File: config.mk
export PLATFORM = sky130hd
export DESIGN_NAME = round_controller
export DESIGN_NICKNAME = d
export VERILOG_FILES = /design/src/rtl/round_controller.sv
export SDC_FILE = /design/constraint.sdc
export NUM_CORES = 1
export LEC_CHECK = 0
export CAP_MARGIN = 25
export CORE_MARGIN = 1
export CORE_UTILIZATION = 60
export DETAILED_ROUTE_END_ITERATION = 6
export PLACE_DENSITY = 0.84
export SYNTH_ARGS = -nofsm -noshare
export SYNTH_HDL_FRONTEND = slang
export SYNTH_SLANG_ARGS = --single-unit
export TNS_END_PERCENT = 30
File: constraint.sdc
create_clock -name clk50 -period 3.85 [get_ports clk50]
set_input_delay 0.5775 -clock clk50 [delete_from_list [all_inputs] [get_ports clk50]]
set_output_delay 0.5775 -clock clk50 [all_outputs]
set_load 0.02 [all_outputs]
File: src/rtl/round_controller.sv
// Memory-game round sequencer: plays a 4-step pattern from ROM, then scores player entries.
// Outputs pass/fail/input_en/led_out are decoded from state and live inputs, so pass/fail land on the entry cycle.
module round_controller #(
  parameter int SEQ_LEN        = 4,
  parameter int STEP_CYCLES    = 25000000,
  parameter int GAP_CYCLES     = 12500000,
  parameter int TIMEOUT_CYCLES = 250000000,
  parameter int NUM_ROUNDS     = 9
) (
  input  logic        clk50,
  input  logic        KEY2,
  input  logic        start,
  output logic [3:0]  pat_addr,
  input  logic [15:0] pat_data,
  input  logic        btn_valid,
  input  logic [3:0]  btn_code,
  output logic [3:0]  led_out,
  output logic        input_en,
  output logic [3:0]  round,
  output logic [3:0]  score,
  output logic        pass,
  output logic        fail,
  output logic        done
);
  // state    | meaning
  // IDLE     | waiting for start; entries ignored
  // LOAD     | latch pattern for current round
  // SHOW_ON  | step nibble lit for STEP_CYCLES
  // SHOW_OFF | dark gap for GAP_CYCLES
  // WAIT_IN  | entry window, timeout armed
  // FINISH   | all rounds passed, held until reset
  localparam int MAX_SG  = (STEP_CYCLES > GAP_CYCLES) ? STEP_CYCLES : GAP_CYCLES;
  localparam int MAX_CYC = (MAX_SG > TIMEOUT_CYCLES) ? MAX_SG : TIMEOUT_CYCLES;
  localparam int TW      = $clog2(MAX_CYC + 1);

  localparam logic [TW-1:0] STEP_LD = TW'(STEP_CYCLES - 1);
  localparam logic [TW-1:0] GAP_LD  = TW'(GAP_CYCLES - 1);
  localparam logic [TW-1:0] TO_LD   = TW'(TIMEOUT_CYCLES - 1);
  localparam logic [1:0]    LAST    = 2'(SEQ_LEN - 1);
  localparam logic [3:0]    RND_END = 4'(NUM_ROUNDS);

  typedef enum logic [2:0] {
    S_IDLE, S_LOAD, S_SHOW_ON, S_SHOW_OFF, S_WAIT_IN, S_FINISH
  } state_t;

  state_t         r_state,  w_state_nx;
  logic [TW-1:0]  r_timer,  w_timer_nx;
  logic [1:0]     r_step,   w_step_nx;
  logic [1:0]     r_idx,    w_idx_nx;
  logic [15:0]    r_shadow, w_shadow_nx;
  logic [3:0]     r_round,  w_round_nx;
  logic [3:0]     r_score,  w_score_nx;
  logic [3:0]     r_last,   w_last_nx;
  logic [3:0]     w_led;
  logic           w_input_en, w_pass, w_fail, w_done;
  logic [3:0]     w_nib_step, w_nib_idx, w_round_inc;
  logic           w_onehot, w_match;

  // Step 0 is the most significant nibble.
  function automatic logic [3:0] nib(input logic [15:0] v, input logic [1:0] s);
    case (s)
      2'd0: nib = v[15:12];
      2'd1: nib = v[11:8];
      2'd2: nib = v[7:4];
      2'd3: nib = v[3:0];
    endcase
  endfunction

  assign w_nib_step  = nib(r_shadow, r_step);
  assign w_nib_idx   = nib(r_shadow, r_idx);
  assign w_onehot    = (btn_code != 4'd0) && ((btn_code & (btn_code - 4'd1)) == 4'd0);
  assign w_match     = w_onehot && (btn_code == w_nib_idx);
  assign w_round_inc = r_round + 4'd1;

  always_comb begin
    w_state_nx  = r_state;
    w_timer_nx  = r_timer;
    w_step_nx   = r_step;
    w_idx_nx    = r_idx;
    w_shadow_nx = r_shadow;
    w_round_nx  = r_round;
    w_score_nx  = r_score;
    w_last_nx   = r_last;
    w_led       = 4'd0;
    w_input_en  = 1'b0;
    w_pass      = 1'b0;
    w_fail      = 1'b0;
    w_done      = 1'b0;
    case (r_state)
      S_IDLE: if (start) w_state_nx = S_LOAD;
      S_LOAD: begin
        w_shadow_nx = pat_data;
        w_step_nx   = 2'd0;
        w_timer_nx  = STEP_LD;
        w_state_nx  = S_SHOW_ON;
      end
      S_SHOW_ON: begin
        w_led = w_nib_step;
        if (r_timer == '0) begin
          w_timer_nx = GAP_LD;
          w_state_nx = S_SHOW_OFF;
        end else w_timer_nx = r_timer - 1'b1;
      end
      S_SHOW_OFF: begin
        if (r_timer != '0) w_timer_nx = r_timer - 1'b1;
        else if (r_step == LAST) begin
          w_idx_nx   = 2'd0;
          w_last_nx  = 4'd0;
          w_timer_nx = TO_LD;
          w_state_nx = S_WAIT_IN;
        end else begin
          w_step_nx  = r_step + 2'd1;
          w_timer_nx = STEP_LD;
          w_state_nx = S_SHOW_ON;
        end
      end
      S_WAIT_IN: begin
        w_input_en = 1'b1;
        w_led      = r_last;
        // An entry on the expiry cycle wins over the timeout.
        if (btn_valid) begin
          if (!w_match) begin
            w_fail     = 1'b1;
            w_state_nx = S_IDLE;
          end else if (r_idx == LAST) begin
            w_pass     = 1'b1;
            w_last_nx  = btn_code;
            w_round_nx = w_round_inc;
            w_score_nx = (r_score == 4'hF) ? r_score : r_score + 4'd1;
            w_state_nx = (w_round_inc == RND_END) ? S_FINISH : S_LOAD;
          end else begin
            w_last_nx  = btn_code;
            w_idx_nx   = r_idx + 2'd1;
            w_timer_nx = TO_LD;
          end
        end else if (r_timer == '0) begin
          w_fail     = 1'b1;
          w_state_nx = S_IDLE;
        end else w_timer_nx = r_timer - 1'b1;
      end
      S_FINISH: begin
        w_done = 1'b1;
        w_led  = 4'hF;
      end
      default: w_state_nx = S_IDLE;
    endcase
  end

  always_ff @(posedge clk50) begin
    if (!KEY2) begin
      r_state  <= S_IDLE;
      r_timer  <= '0;
      r_step   <= 2'd0;
      r_idx    <= 2'd0;
      r_shadow <= 16'd0;
      r_round  <= 4'd0;
      r_score  <= 4'd0;
      r_last   <= 4'd0;
    end else begin
      r_state  <= w_state_nx;
      r_timer  <= w_timer_nx;
      r_step   <= w_step_nx;
      r_idx    <= w_idx_nx;
      r_shadow <= w_shadow_nx;
      r_round  <= w_round_nx;
      r_score  <= w_score_nx;
      r_last   <= w_last_nx;
    end
  end

  assign pat_addr = r_round;
  assign round    = r_round;
  assign score    = r_score;
  assign led_out  = w_led;
  assign input_en = w_input_en;
  assign pass     = w_pass;
  assign fail     = w_fail;
  assign done     = w_done;

endmodule

==> flow_summary.toml <==
[logic_synthesis]
async_flop_share = 0
yosysWarnings = 0
synth-edff-count = 0
ys_seq_area_frac = 0.312
ys.flop_type = "dfxtp_1"
synthesis.area_um2 = 4040
ys_ff_latch = 63
synthCells = 512
synth.top_cells.by_area = "dfxtp_1, nand2_1, a21oi_1, ha_1, nor2_1"
syn_nets = 549
syn_avg_cell_area_um2 = 7.89
ys_types = 70
synth_top_area_share = 0.312
synth_top_cell_by_area = "dfxtp_1"

[floorplanning]
die_x_um = 84.0
dieArea_um2 = 7060
die_h_um = 84.0
initial_utilization = 0.629
rows = 29
io_pins = 44
design.core.area_um2 = 6420

[sta]
slew_violations = 0
fin_skew_ns = 0.00879
finalCritPeriodShare = 0.936
worstMarginPinSlew_ns = 0.774
period_needed_ns = 3.60
fmax_mhz = 278
finalSetupViolCount = 0
rsz0062_at_grt = "false"
tns_ns = 0
slew_headroom = 0.480
finalHoldViolCount = 0

[final_layout]
stdcell_count = 620
drive_gt1_frac = 0.0884
final_common_cell = "nand2_1"
antennaDiodeCount = 0
final_cell_mix = "nand2_1, dfxtp_1, clkdlybuf4s50_1"
synthToLayoutAreaGrowth_pct = 15.4
multi_input_area_um2 = 2510
fin_nets = 575
final-seq-area_um2 = 1260
fill_cells = 512
final_core_util = 0.726

[worst_setup_path]
reg2reg_slack_ns = 0.77
arrival_ns = 3.03
crit_path_end = "pass"
cpPeakStageDelay_ns = 0.60
crit_fanout = 4
worstSetupPathType = "register to primary output"
cp_top_family = "buffers and inverters"
critPathSlowestCell = "clkdlybuf4s50_1"
crit_chain = "inv_1 > ha_1 > a222oi_1 > mux2i_1 > xnor2_1 > nand3_1 > nor4_2 > buf_4 > clkdlybuf4s50_1"
cp_data_required_time_ns = 3.27
r2r_start = "r_idx[0]"
crit_start = "r_idx[0]"
reg2reg_to = "r_timer[11]"
path_buf_inv = 3
critical_path.endpoint_type = "primary output"
cp.depth = 9
reg2regPathDepth = 9
critPathLaunchType = "register"

[power_and_ir_drop]
ir_worst_vdd_mv = 0.506
p_sw_frac = 0.462
pwr-share-seq = 0.295
clkPwrFrac = 0.197
power_density_nw_per_um2 = 732
p_int_w = 0.00184
power_frac_comb = 0.508
p_sw_w = 0.00158
p_leak_nw = 1.63

[global_routing]
overflow = 0
track_usage = 0.328
antenna_found_initial = 0
grt_max_degree = 44
grt_pass1_vias = 3781
grt_pass1_wl_um = 18500

[run_status]
violations = "DRC"
status = "finished, violations left"

[routing]
via_per_inst = 6.72
ant_nets = 0
vias = 4169
drt_iter0_markers = 413
wl_per_cell_um = 18.4
drtPass1Iterations = 7
wl_um = 11400
drc = 10

[clock_network]
clk_latency_ns = 0.35
ctsResizeCount = 0
cts-root-buf = "clkbuf_8"
tritoncts = "yes"
hold_buffers = 0
cts_buffers = 9
h-tree-depth = 3
clock_sinks = 63
cts_setup_buffers = 0
cts_buffer_depth = 2
clk_pin_slew_ns = 0.08

[placement]
io_buffers = 43
post-place-cells = 603
gp_congestion = 0.923
hpwl_um = 8000

[flow_run]
drv_cap = 0

[min_path]
hp-class = "register to register"
==> state kept, by name, summed over array words and instances, names as in the netlist <==
name and flops:
r_last 4, r_timer 28, r_idx 2, r_shadow 16, pat_addr 4, score 4, r_state 3, r_step 2
==> cells by family after synthesis <==
family / count (synthesis) / share of synthesized area
muxes: 12 / 0.0298
buffers and inverters: 56 / 0.0682
adders and majority gates: 13 / 0.0403
xor gates and xnor gates: 10 / 0.0217
DFF: 63 / 0.312
AOI/OAI and AO/OA: 153 / 0.272
and+or+nand+nor: 205 / 0.256
==> worst register-to-register path, stage by stage (launching register included) <==
cell and delay, ns:
dfxtp_1 0.41, inv_1 0.12, ha_1 0.27, a222oi_1 0.26, mux2i_1 0.22, xnor2_1 0.27, nand3_2 0.19, or3_1 0.69
a21oi_4 0.43, a32o_1 0.18
==> how the worst min path moves through the flow <==
stage	from	slack, ns	end	cells after the start
after detailed placement	r_last[2]	0.46	r_last[2]	2
after global placement	r_last[0]	0.45	r_last[0]	2
after CTS	r_last[2]	0.47	r_last[2]	2
after global routing	r_shadow[6]	0.51	r_shadow[6]	2
after floorplan	r_last[0]	0.44	r_last[0]	2
final	r_last[2]	0.47	r_last[2]	2
==> synthesized netlist by cell type, types with 3 or more instances <==
| library cell | number |
|---|---|
| nand2_1 | 76 |
| dfxtp_1 | 63 |
| a21oi_1 | 41 |
| nor2_1 | 37 |
| nand3_1 | 24 |
| inv_1 | 21 |
| o21ai_0 | 18 |
| clkbuf_1 | 17 |
| nor3_1 | 17 |
| ha_1 | 13 |
| mux2i_1 | 12 |
| a31oi_1 | 11 |
| a32o_1 | 9 |
| o32ai_1 | 9 |
| a222oi_1 | 8 |
| xnor2_1 | 7 |
| buf_2 | 6 |
| buf_4 | 6 |
| o21a_1 | 6 |
| o22ai_1 | 6 |
| o31ai_1 | 6 |
| or3_1 | 6 |
| nand2b_1 | 5 |
| nand4_1 | 5 |
| o21ai_1 | 5 |
| a22oi_1 | 4 |
| nor2_2 | 4 |
| nor4_1 | 4 |
| o41ai_1 | 4 |
| a21oi_4 | 3 |
| a311oi_1 | 3 |
| or4_1 | 3 |
| xor2_1 | 3 |
==> area by class of cell <==
cell class | instances | share of cell area
Clock buffer | 10 | 0.0295
Inverter | 22 | 0.0177
Multi-Input combinational cell | 393 | 0.539
Timing Repair Buffer | 49 | 0.103
Sequential cell | 63 | 0.271
Tap cell | 77 | 0.0207
Clock inverter | 6 | 0.0199
==> power groups by stage <==
stage | Clock (W) | Sequential, W | Combinational [W]
3_3_place_gp | 0 | 0.000998 | 0.00164
6_report | 0.000673 | 0.00101 | 0.00173
3_5_place_dp | 0 | 0.00101 | 0.00168
4_1_cts | 0.000678 | 0.000994 | 0.00169
2_1_floorplan | 0 | 0.000924 | 0.00136
5_1_grt | 0.000710 | 0.00103 | 0.00189
==> metal layers <==
layer / GRT usage / share of wire
met2: 0.545 / 0.48
met1: 0.394 / 0.41
met4: 0.149 / 0.033
met3: 0.0910 / 0.078
met5: 0 / 0
==> through the flow <==
step / hold slack, ns / setup WS (ns) / instance area, um^2 / power, W
floorplan: 0.438 / 1.28 / 4040 / 0.00229
global placement: 0.447 / 0.597 / 4420 / 0.00263
detailed placement: 0.462 / 0.524 / 4420 / 0.00268
CTS: 0.473 / 0.320 / 4650 / 0.00336
global route: 0.506 / 0.138 / 4660 / 0.00362
finish: 0.469 / 0.247 / 4660 / 0.00341
Note: power is estimated with default switching activity, not from simulation.
